**src/rtl/fixed_div_pkg.sv**
```systemverilog
// ---------------------------------------------------------------------------
// fixed_div_pkg
// Shared types and helpers for the fixed-point divider.
//   div_state_e     : FSM state encoding (ST_ROUND only exists when
//                     FIXED_DIV_ROUND_EN is defined).
//   iter_cnt_width  : width of a counter that must hold 0..iter inclusive.
// Configuration macro: FIXED_DIV_ROUND_EN (adds the rounding state).
// ---------------------------------------------------------------------------
package fixed_div_pkg;

`ifdef FIXED_DIV_ROUND_EN
    typedef enum logic [1:0] {
        ST_IDLE  = 2'd0,
        ST_CALC  = 2'd1,
        ST_DONE  = 2'd2,
        ST_ROUND = 2'd3
    } div_state_e;
`else
    typedef enum logic [1:0] {
        ST_IDLE  = 2'd0,
        ST_CALC  = 2'd1,
        ST_DONE  = 2'd2
    } div_state_e;
`endif

    // Counter width able to represent every value from 0 to iter.
    function automatic int iter_cnt_width(input int iter);
        int w;
        w = $clog2(iter + 1);
        return (w < 1) ? 1 : w;
    endfunction

endpackage

```
**src/rtl/fixed_div_step.sv**
```systemverilog
// ---------------------------------------------------------------------------
// fixed_div_step
// One combinational restoring-division step: shift the incoming dividend
// bit into the partial remainder and subtract the divisor if it fits.
//   rem_i  [DEN_W:0]   : current partial remainder (always < den_i)
//   bit_i              : next extended-dividend bit, MSB first
//   den_i  [DEN_W-1:0] : divisor (non-zero)
//   rem_o  [DEN_W:0]   : next partial remainder
//   q_o                : quotient bit produced by this step
// ---------------------------------------------------------------------------
module fixed_div_step #(
    parameter int DEN_W = 16
) (
    input  logic [DEN_W:0]   rem_i,
    input  logic             bit_i,
    input  logic [DEN_W-1:0] den_i,
    output logic [DEN_W:0]   rem_o,
    output logic             q_o
);

    logic [DEN_W+1:0] shifted;
    logic [DEN_W+1:0] diff;

    always_comb begin
        shifted = {rem_i, bit_i};
        diff    = shifted - {2'b00, den_i};
        // shifted < 2*den, so the top bit of the difference is a clean borrow.
        q_o     = ~diff[DEN_W+1];
        rem_o   = q_o ? diff[DEN_W:0] : shifted[DEN_W:0];
    end

endmodule

```
**src/rtl/fixed_div_unit.sv**
```systemverilog
// ---------------------------------------------------------------------------
// fixed_div_unit
// Sequential unsigned fixed-point divider:
//   Quot = min(floor(Num * 2^FRAC_W / Den), 2^Q_W - 1)
// One restoring step per CALC cycle, MSB first.
// Ports:
//   Clk     : clock, rising edge
//   Reset   : synchronous, active-low reset (priority over Start)
//   Start   : launch request, sampled only in IDLE or DONE
//   Num     : unsigned dividend (NUM_W bits)
//   Den     : unsigned divisor  (DEN_W bits)
//   Quot    : result (Q_W bits), valid while Ack=1
//   Ack     : result and flags valid, held in DONE
//   Busy    : high while calculating (CALC/ROUND)
//   DivZero : Den was zero
//   Ovf     : true quotient did not fit in Q_W bits (Quot saturated)
// Configuration macro: FIXED_DIV_ROUND_EN -- adds a guard-bit iteration and a
// ROUND cycle that rounds half-LSB upward; otherwise the result is truncated.
// ---------------------------------------------------------------------------
module fixed_div_unit
    import fixed_div_pkg::*;
#(
    parameter int NUM_W  = 16,
    parameter int DEN_W  = 16,
    parameter int FRAC_W = 16,
    parameter int Q_W    = 16
) (
    input  logic             Clk,
    input  logic             Reset,
    input  logic             Start,
    input  logic [NUM_W-1:0] Num,
    input  logic [DEN_W-1:0] Den,
    output logic [Q_W-1:0]   Quot,
    output logic             Ack,
    output logic             Busy,
    output logic             DivZero,
    output logic             Ovf
);

`ifdef FIXED_DIV_ROUND_EN
    localparam int GUARD_W = 1;
`else
    localparam int GUARD_W = 0;
`endif
    // Number of division steps (extended dividend bits, plus guard bit).
    localparam int ITER  = NUM_W + FRAC_W + GUARD_W;
    // Quotient accumulator keeps Q_W result bits plus the guard bit.
    localparam int QA_W  = Q_W + GUARD_W;
    localparam int CNT_W = iter_cnt_width(ITER);
    // Without rounding, CALC spends one extra cycle (cnt == ITER) publishing
    // the result; with rounding, the last step hands over to ROUND instead.
    localparam logic [CNT_W-1:0] CNT_LAST = CNT_W'(ITER - GUARD_W);

    div_state_e       state_q, state_d;
    logic [ITER-1:0]  ext_q, ext_d;        // extended dividend, shifted out MSB first
    logic [DEN_W:0]   rem_q, rem_d;
    logic [DEN_W-1:0] den_q, den_d;
    logic [QA_W-1:0]  qacc_q, qacc_d;
    logic             qovf_q, qovf_d;      // a quotient bit >= 2^Q_W was produced
    logic [CNT_W-1:0] cnt_q, cnt_d;
    logic [Q_W-1:0]   quot_q, quot_d;
    logic             ack_q, ack_d;
    logic             busy_q, busy_d;
    logic             div_zero_q, div_zero_d;
    logic             ovf_q, ovf_d;

    logic             step_en;
    logic [DEN_W:0]   step_rem;
    logic             step_bit;

    fixed_div_step #(
        .DEN_W (DEN_W)
    ) u_step (
        .rem_i (rem_q),
        .bit_i (ext_q[ITER-1]),
        .den_i (den_q),
        .rem_o (step_rem),
        .q_o   (step_bit)
    );

`ifdef FIXED_DIV_ROUND_EN
    logic [Q_W:0] round_sum;
    assign round_sum = {1'b0, qacc_q[QA_W-1:1]} + {{Q_W{1'b0}}, qacc_q[0]};
`endif

    always_comb begin
        state_d    = state_q;
        ext_d      = ext_q;
        rem_d      = rem_q;
        den_d      = den_q;
        qacc_d     = qacc_q;
        qovf_d     = qovf_q;
        cnt_d      = cnt_q;
        quot_d     = quot_q;
        ack_d      = ack_q;
        busy_d     = busy_q;
        div_zero_d = div_zero_q;
        ovf_d      = ovf_q;
        step_en    = 1'b0;

        case (state_q)
            ST_IDLE, ST_DONE: begin
                if (Start) begin
                    ack_d  = 1'b0;
                    ovf_d  = 1'b0;
                    quot_d = '0;
                    if (Den == '0) begin
                        state_d    = ST_DONE;
                        quot_d     = '1;
                        div_zero_d = 1'b1;
                        ack_d      = 1'b1;
                        busy_d     = 1'b0;
                    end else begin
                        state_d    = ST_CALC;
                        div_zero_d = 1'b0;
                        busy_d     = 1'b1;
                        ext_d      = ITER'(Num) << (FRAC_W + GUARD_W);
                        den_d      = Den;
                        rem_d      = '0;
                        qacc_d     = '0;
                        qovf_d     = 1'b0;
                        cnt_d      = '0;
                    end
                end
            end

            ST_CALC: begin
`ifdef FIXED_DIV_ROUND_EN
                step_en = 1'b1;
                if (cnt_q == CNT_LAST) begin
                    state_d = ST_ROUND;
                end
`else
                if (cnt_q == CNT_LAST) begin
                    state_d = ST_DONE;
                    quot_d  = qovf_q ? '1 : qacc_q;
                    ovf_d   = qovf_q;
                    ack_d   = 1'b1;
                    busy_d  = 1'b0;
                end else begin
                    step_en = 1'b1;
                end
`endif
            end

`ifdef FIXED_DIV_ROUND_EN
            ST_ROUND: begin
                // Guard bit adds half an LSB; carry out of Q_W bits saturates.
                state_d = ST_DONE;
                ack_d   = 1'b1;
                busy_d  = 1'b0;
                if (qovf_q || round_sum[Q_W]) begin
                    quot_d = '1;
                    ovf_d  = 1'b1;
                end else begin
                    quot_d = round_sum[Q_W-1:0];
                    ovf_d  = 1'b0;
                end
            end
`endif

            default: begin
                state_d = ST_IDLE;
            end
        endcase

        if (step_en) begin
            rem_d  = step_rem;
            ext_d  = ext_q << 1;
            // Bit leaving the accumulator top sits at weight >= 2^Q_W.
            qovf_d = qovf_q | qacc_q[QA_W-1];
            qacc_d = (qacc_q << 1) | QA_W'(step_bit);
            cnt_d  = cnt_q + CNT_W'(1);
        end
    end

    always_ff @(posedge Clk) begin
        if (!Reset) begin
            state_q    <= ST_IDLE;
            ext_q      <= '0;
            rem_q      <= '0;
            den_q      <= '0;
            qacc_q     <= '0;
            qovf_q     <= 1'b0;
            cnt_q      <= '0;
            quot_q     <= '0;
            ack_q      <= 1'b0;
            busy_q     <= 1'b0;
            div_zero_q <= 1'b0;
            ovf_q      <= 1'b0;
        end else begin
            state_q    <= state_d;
            ext_q      <= ext_d;
            rem_q      <= rem_d;
            den_q      <= den_d;
            qacc_q     <= qacc_d;
            qovf_q     <= qovf_d;
            cnt_q      <= cnt_d;
            quot_q     <= quot_d;
            ack_q      <= ack_d;
            busy_q     <= busy_d;
            div_zero_q <= div_zero_d;
            ovf_q      <= ovf_d;
        end
    end

    assign Quot    = quot_q;
    assign Ack     = ack_q;
    assign Busy    = busy_q;
    assign DivZero = div_zero_q;
    assign Ovf     = ovf_q;

endmodule
```
**config.mk**
```make
export PLATFORM = sky130hd
export DESIGN_NAME = fixed_div_unit
export DESIGN_NICKNAME = d
export VERILOG_FILES = /design/src/rtl/fixed_div_pkg.sv /design/src/rtl/fixed_div_step.sv /design/src/rtl/fixed_div_unit.sv
export SDC_FILE = /design/constraint.sdc
export NUM_CORES = 1
export LEC_CHECK = 0
export CORE_UTILIZATION = 40
export CTS_CLUSTER_SIZE = 25
export DETAILED_ROUTE_END_ITERATION = 8
export HOLD_SLACK_MARGIN = 0.08
export PLACE_DENSITY = 0.65
export SKIP_CTS_REPAIR_TIMING = 1
export SKIP_LAST_GASP = 1
export SYNTH_ARGS = -nofsm -noshare
export SYNTH_HDL_FRONTEND = slang
export SYNTH_SLANG_ARGS = --single-unit
```
**constraint.sdc**
```tcl
create_clock -name Clk -period 3.1 [get_ports Clk]
set_input_delay 0.31 -clock Clk [delete_from_list [all_inputs] [get_ports Clk]]
set_output_delay 0.31 -clock Clk [all_outputs]
set_load 0.05 [all_outputs]
```
# Word-level counts from Yosys, hierarchy flattened
# Cells that the tools add are included.
[word_totals] reg_bits=109 latch_bits=0 ram_bits=0 rom_bits=0 input_bits=35 out_inout_bits=20 wordCells=78 n_memories=0
[classes] add_sub_neg=2 n_mul=0 div_mod_pow=0 order_cmp=0 eq_ne=6 n_shift=0 muxes=43 bitwise=4 reduce_logical=11
[op_table] op="$mux 16" n=8
[op_table] op="$mux 32" n=4
[op_table] op="$mux 17" n=5
[op_table] op="$pmux 16 s2" n=1
[op_table] op="$mux 6" n=4
[op_table] op="$sub 18x16->18" n=1
[op_table] op="$logic_not 16->1" n=1
[op_table] op="$or 16x1->16" n=1
[op_table] op="$mux 1" n=14
[op_table] op="$reduce_and 3->1" n=3
[op_table] op="$add 6x1->6 const B" n=1
[op_table] op="$eq 6x6->1 const B" n=1
[op_table] op="$mux 2" n=3
[op_table] op="$ne 2x2->1 const B" n=3
[op_table] op="$pmux 1 s2" n=3
[op_table] op="$reduce_bool 2->1" n=3
[op_table] op="$pmux 2 s2" n=1
[op_table] op="$reduce_and 2->1" n=2
[op_table] op="$eq 2x1->1 const B" n=1
[op_table] op="$eq 2x2->1 const B" n=1
[op_table] op="$logic_not 2->1" n=1
[op_table] op="$not 1->1" n=2
[op_table] op="$reduce_or 2->1" n=1
[op_table] op="$or 1x1->1" n=1

# Logic depth before layout (Yosys ltp)
[depth] ltp_word=5 ltp_mapped=11 depth_no_buf=10

# Modules after synthesis
# From an unflattened synthesis, not the netlist that was laid out.
[hier_totals] hier_cells=598 hier_area_um2=4839.6
[modules_own_cells] mod="fixed_div_unit" instances=1 cells_each=450 area_each_um2=3688.5 seq_area_each_um2=1881.8
[modules_own_cells] mod="fixed_div_step" instances=1 cells_each=148 area_each_um2=1151.1 seq_area_each_um2=0.0

# Least setup slack after synthesis
# OpenSTA, ideal clock, no wires.
[synth_path] path_type="register to register" startpoint="reg den_q[12]" endpoint="reg rem_q[10]" setup_ns=0.125 arrival_ns=2.291 required_ns=2.975 slack_ns=0.683 path_stages_with_launch=12 path_buffers=2 period_less_slack_ns=2.417 path_cell_list="dfxtp_1 > inv_1 > ha_1 > clkbuf_2 > a21oi_1 > o21ai_0 > a211oi_1 > o21ai_2 > xor2_4 > buf_12 > mux2i_1 > o21ai_1"
[synth_via] elab_chain_len=3
[synth_rtl] item="start, declared" line="fixed_div_unit.sv:57" text="logic [DEN_W-1:0] den_q, den_d;"
[synth_rtl] item="start signal, assigned" line="fixed_div_unit.sv:195" text="den_q <= den_d;"
[synth_rtl] item="$sub 18x16->18" line="fixed_div_step.sv:26" text="diff = shifted - {2'b00, den_i};"
[synth_rtl] item="$mux 17" line="fixed_div_step.sv:29" text="rem_o = q_o ? diff[DEN_W:0] : shifted[DEN_W:0];"
[synth_rtl] item="$mux 17" line="fixed_div_unit.sv:167" text="if (step_en) begin"
[synth_rtl] item="end signal, assigned" line="fixed_div_unit.sv:194" text="rem_q <= rem_d;"
[synth_rtl] item="end, declared" line="fixed_div_unit.sv:56" text="logic [DEN_W:0] rem_q, rem_d;"
# Every way passes these cells.
# A chain may end at the register's enable or synchronous reset.

# Worst setup path after layout
[layout_path] startpoint="reg den_q[12]" endpoint="reg rem_q[16]"
# The elaborated chain is that of the path after synthesis.

==> out/summary.txt <==
latest clock arrival within the worst-skew pair: 0.34 ns
Async SR Flop Fraction: 0
TritonRoute pass-1 iters: 6
Fin Clk Skew: 0.00681 ns
CTS tree: done
Power Total: 5.55 mW
routability-driven placement congestion ratio: 0.833
hold endpoint: den_q[9]$_SDFFE_PN0P_
initial antenna violation count: 0
Placed Area: 5430 sq um
root buffer cell: clkbuf_16
complex-gate fraction of the synthesized area: 0.225
status: complete, but fails checks
Final Max Tran Viols: 0
Worst Hold Depth: 2
total vias in the final route: 4127
Avg Cell Area, Syn: 8.18 sq um
Hold Startpoint: Reset
Port Buffers: 54
Non-Filler Instances: 775
max frequency: 376 MHz
Initial Util: 0.416
Worst-Margin Slew: 0.603 ns
DR vias/cell: 5.33
die area: 12500 sq um
Syn Inst Count: 588
Tcrit/Tclk final: 0.859
fillers: 1075
simple-gate portion of the synthesized area: 0.211
Hold WC Path Type: primary input to flop
area delta synth->final: 19.3%
Post-synth EDFFs: 0
clock buffer depth: 2
PwrDens: 967 nW/um^2
synth warn: 0
clk sinks: 94
Worst EP arrival: 2.95 ns
I/O Pins: 55
commonest non-fill, non-tap cell in the layout: nand2_1
share of cells above drive strength 1: 0.0617
Leak Pwr: 2.27 nW
Worst Setup Start Kind: flop
largest net degree at the start of global routing: 73
register bit total from synthesis: 94
Core Region: 11600 sq um
Seq/Total Area, Yosys: 0.391
Synth Cell Area: 4810 sq um
max capacitance violation total: 0
Worst setup EP type: flop
ANT cells: 0
most frequent cells in the layout: nand2_1, dfxtp_1, clkdlybuf4s50_1, a21boi_0, nand3_1
grt total ovfl: 0
die height: 112 um
dpl cells: 759
Cell variety after synth: 57
FF-to-FF Start: den_q[12]$_SDFFE_PN0P_
DP HPWL: 7.98 mm
Initial DRC Count: 188
highest net fanout along the worst path: 18
Setup Crit Path Kind: flop to flop
XOR/XNOR share of the synthesized area: 0.0330
Setup violations, final: 0
Routed Antenna Nets: 0
failing checks: design-rule violations
RSZ-0062 raised after global routing: false
total wire length: 11.3 mm
fin nets: 681
routed len/inst: 14.6 um
crit path from: den_q[12]$_SDFFE_PN0P_
Adder-Cell Fraction of Synth Area: 0.0510
chip width: 112 um
Main synth FF type: dfxtp_1
worst-case reg-to-reg path depth: 10
relative max-transition margin: 0.598
largest family of logic cells by synthesized area: compound AO/OA/AOI/OAI gates
GRT Overall Usage: 0.190
row count: 39
vias in the first global route: 4016
setup_tns: 0 ns
Synthesized Nets: 642
mux cell area share after synthesis: 0.0336
first-pass GRT wire length: 19.1 mm
Min Clock Period, post-route: 2.66 ns
CTS H-Tree Depth: 3
flop-to-flop setup slack: 0.44 ns
TritonCTS buffer count: 9
# DRC: 2
worst endpoint required time: 3.39 ns
R2R Path End: rem_q[16]$_SDFFE_PN0P_
final non-filler cell area: 5740 sq um
clk slew on worst S/H paths: 0.07 ns
Fin. Hold Viols: 0
worst vdd ir: 0.885 mV
[cells in the mapped netlist, types with 3 or more instances]
cell	number	share of area
nand2b_1	8	0.010
ha_1	18	0.047
inv_1	23	0.018
o21ai_0	35	0.036
o211a_1	15	0.031
dfxtp_1	94	0.39
mux2i_1	15	0.031
nand4_1	3	0.0039
nand2_1	131	0.10
and2_1	5	0.0065
nor3_1	3	0.0031
a21oi_1	21	0.022
nand3_1	36	0.037
nor2_1	15	0.012
nor4_1	5	0.0065
xnor2_1	11	0.020
nor2b_1	8	0.010
xor2_1	4	0.0073
clkbuf_1	27	0.021
o21ai_1	10	0.010
a21o_1	3	0.0047
a21boi_0	51	0.080
a31oi_1	4	0.0052
[flip-flops by register name, summed over array words and instances, names as in the netlist, 2 cells and up]
register  cells
den_q        16
cnt_q         6
rem_q        17
state_q       2
ext_q        16
qacc_q       16
Quot         16
[area by class of cell]
type,instances,area [sq um],share of cell area
flip-flops and latches,94,1880,0.328
inverters,23,86.3,0.0150
multi-input cells,434,2670,0.465
clock buffers,10,239,0.0416
repair buffers,65,618,0.108
clock inverters,6,66.3,0.0116
well taps,143,179,0.0312
[layer usage]
| layer | vias to the layer above | wire, um | share of wire | GRT usage |
|---|---|---|---|---|
| li1 | 2098 | - | - | - |
| met1 | 1955 | 5270 | 0.47 | 0.236 |
| met2 | 58 | 5470 | 0.49 | 0.320 |
| met3 | 16 | 343 | 0.030 | 0.0425 |
| met4 | 0 | 199 | 0.018 | 0.0703 |
| met5 | - | 0 | 0 | 0 |
[worst max-delay path by stage]
stage	to	slack (ns)	cells after the start
after floorplan	rem_q[10]$_SDFFE_PN0P_	0.68	11
after global placement	rem_q[16]$_SDFFE_PN0P_	0.56	10
after detailed placement	rem_q[16]$_SDFFE_PN0P_	0.50	10
after CTS	rem_q[16]$_SDFFE_PN0P_	0.46	10
final	rem_q[16]$_SDFFE_PN0P_	0.44	10
after global routing	rem_q[15]$_SDFFE_PN0P_	0.21	10
[power breakdown]
group / internal, mW / switching (mW) / leakage (nW) / total (mW)
logic: 1.31 / 1.64 / 1.35 / 2.95
clock network: 0.653 / 0.483 / 0.154 / 1.14
registers: 1.35 / 0.117 / 0.766 / 1.46
total: 3.31 / 2.24 / 2.27 / 5.55
[kinds of logic after synthesis]
logic type	after synthesis
simple gates	223
compound gates	160
flops	94
buf+inv	60
fa+ha+maj	19
xor+xnor	16
mux	16
[critical path, cell delays in order (launching register included)]
cell      delay [ns]
dfxtp_1         0.33
inv_1           0.04
ha_1            0.38
a21oi_1         0.32
o21ai_0         0.18
a211oi_1        0.32
o21ai_2         0.14
xor2_4          0.14
buf_4           0.33
mux2_2          0.37
nand2_1         0.05
[stage by stage]
| stage | utilization | worst slack, ns | hold slack [ns] |
|---|---|---|---|
| final | 0.496 | 0.437 | 0.291 |
| after global routing | 0.496 | 0.210 | 0.308 |
| after CTS | 0.496 | 0.456 | 0.283 |
| after detailed placement | 0.470 | 0.497 | 0.455 |
| after global placement | 0.470 | 0.558 | 0.451 |
| after floorplan | - | 0.683 | 0.435 |
(Power assumes the default switching activity.)
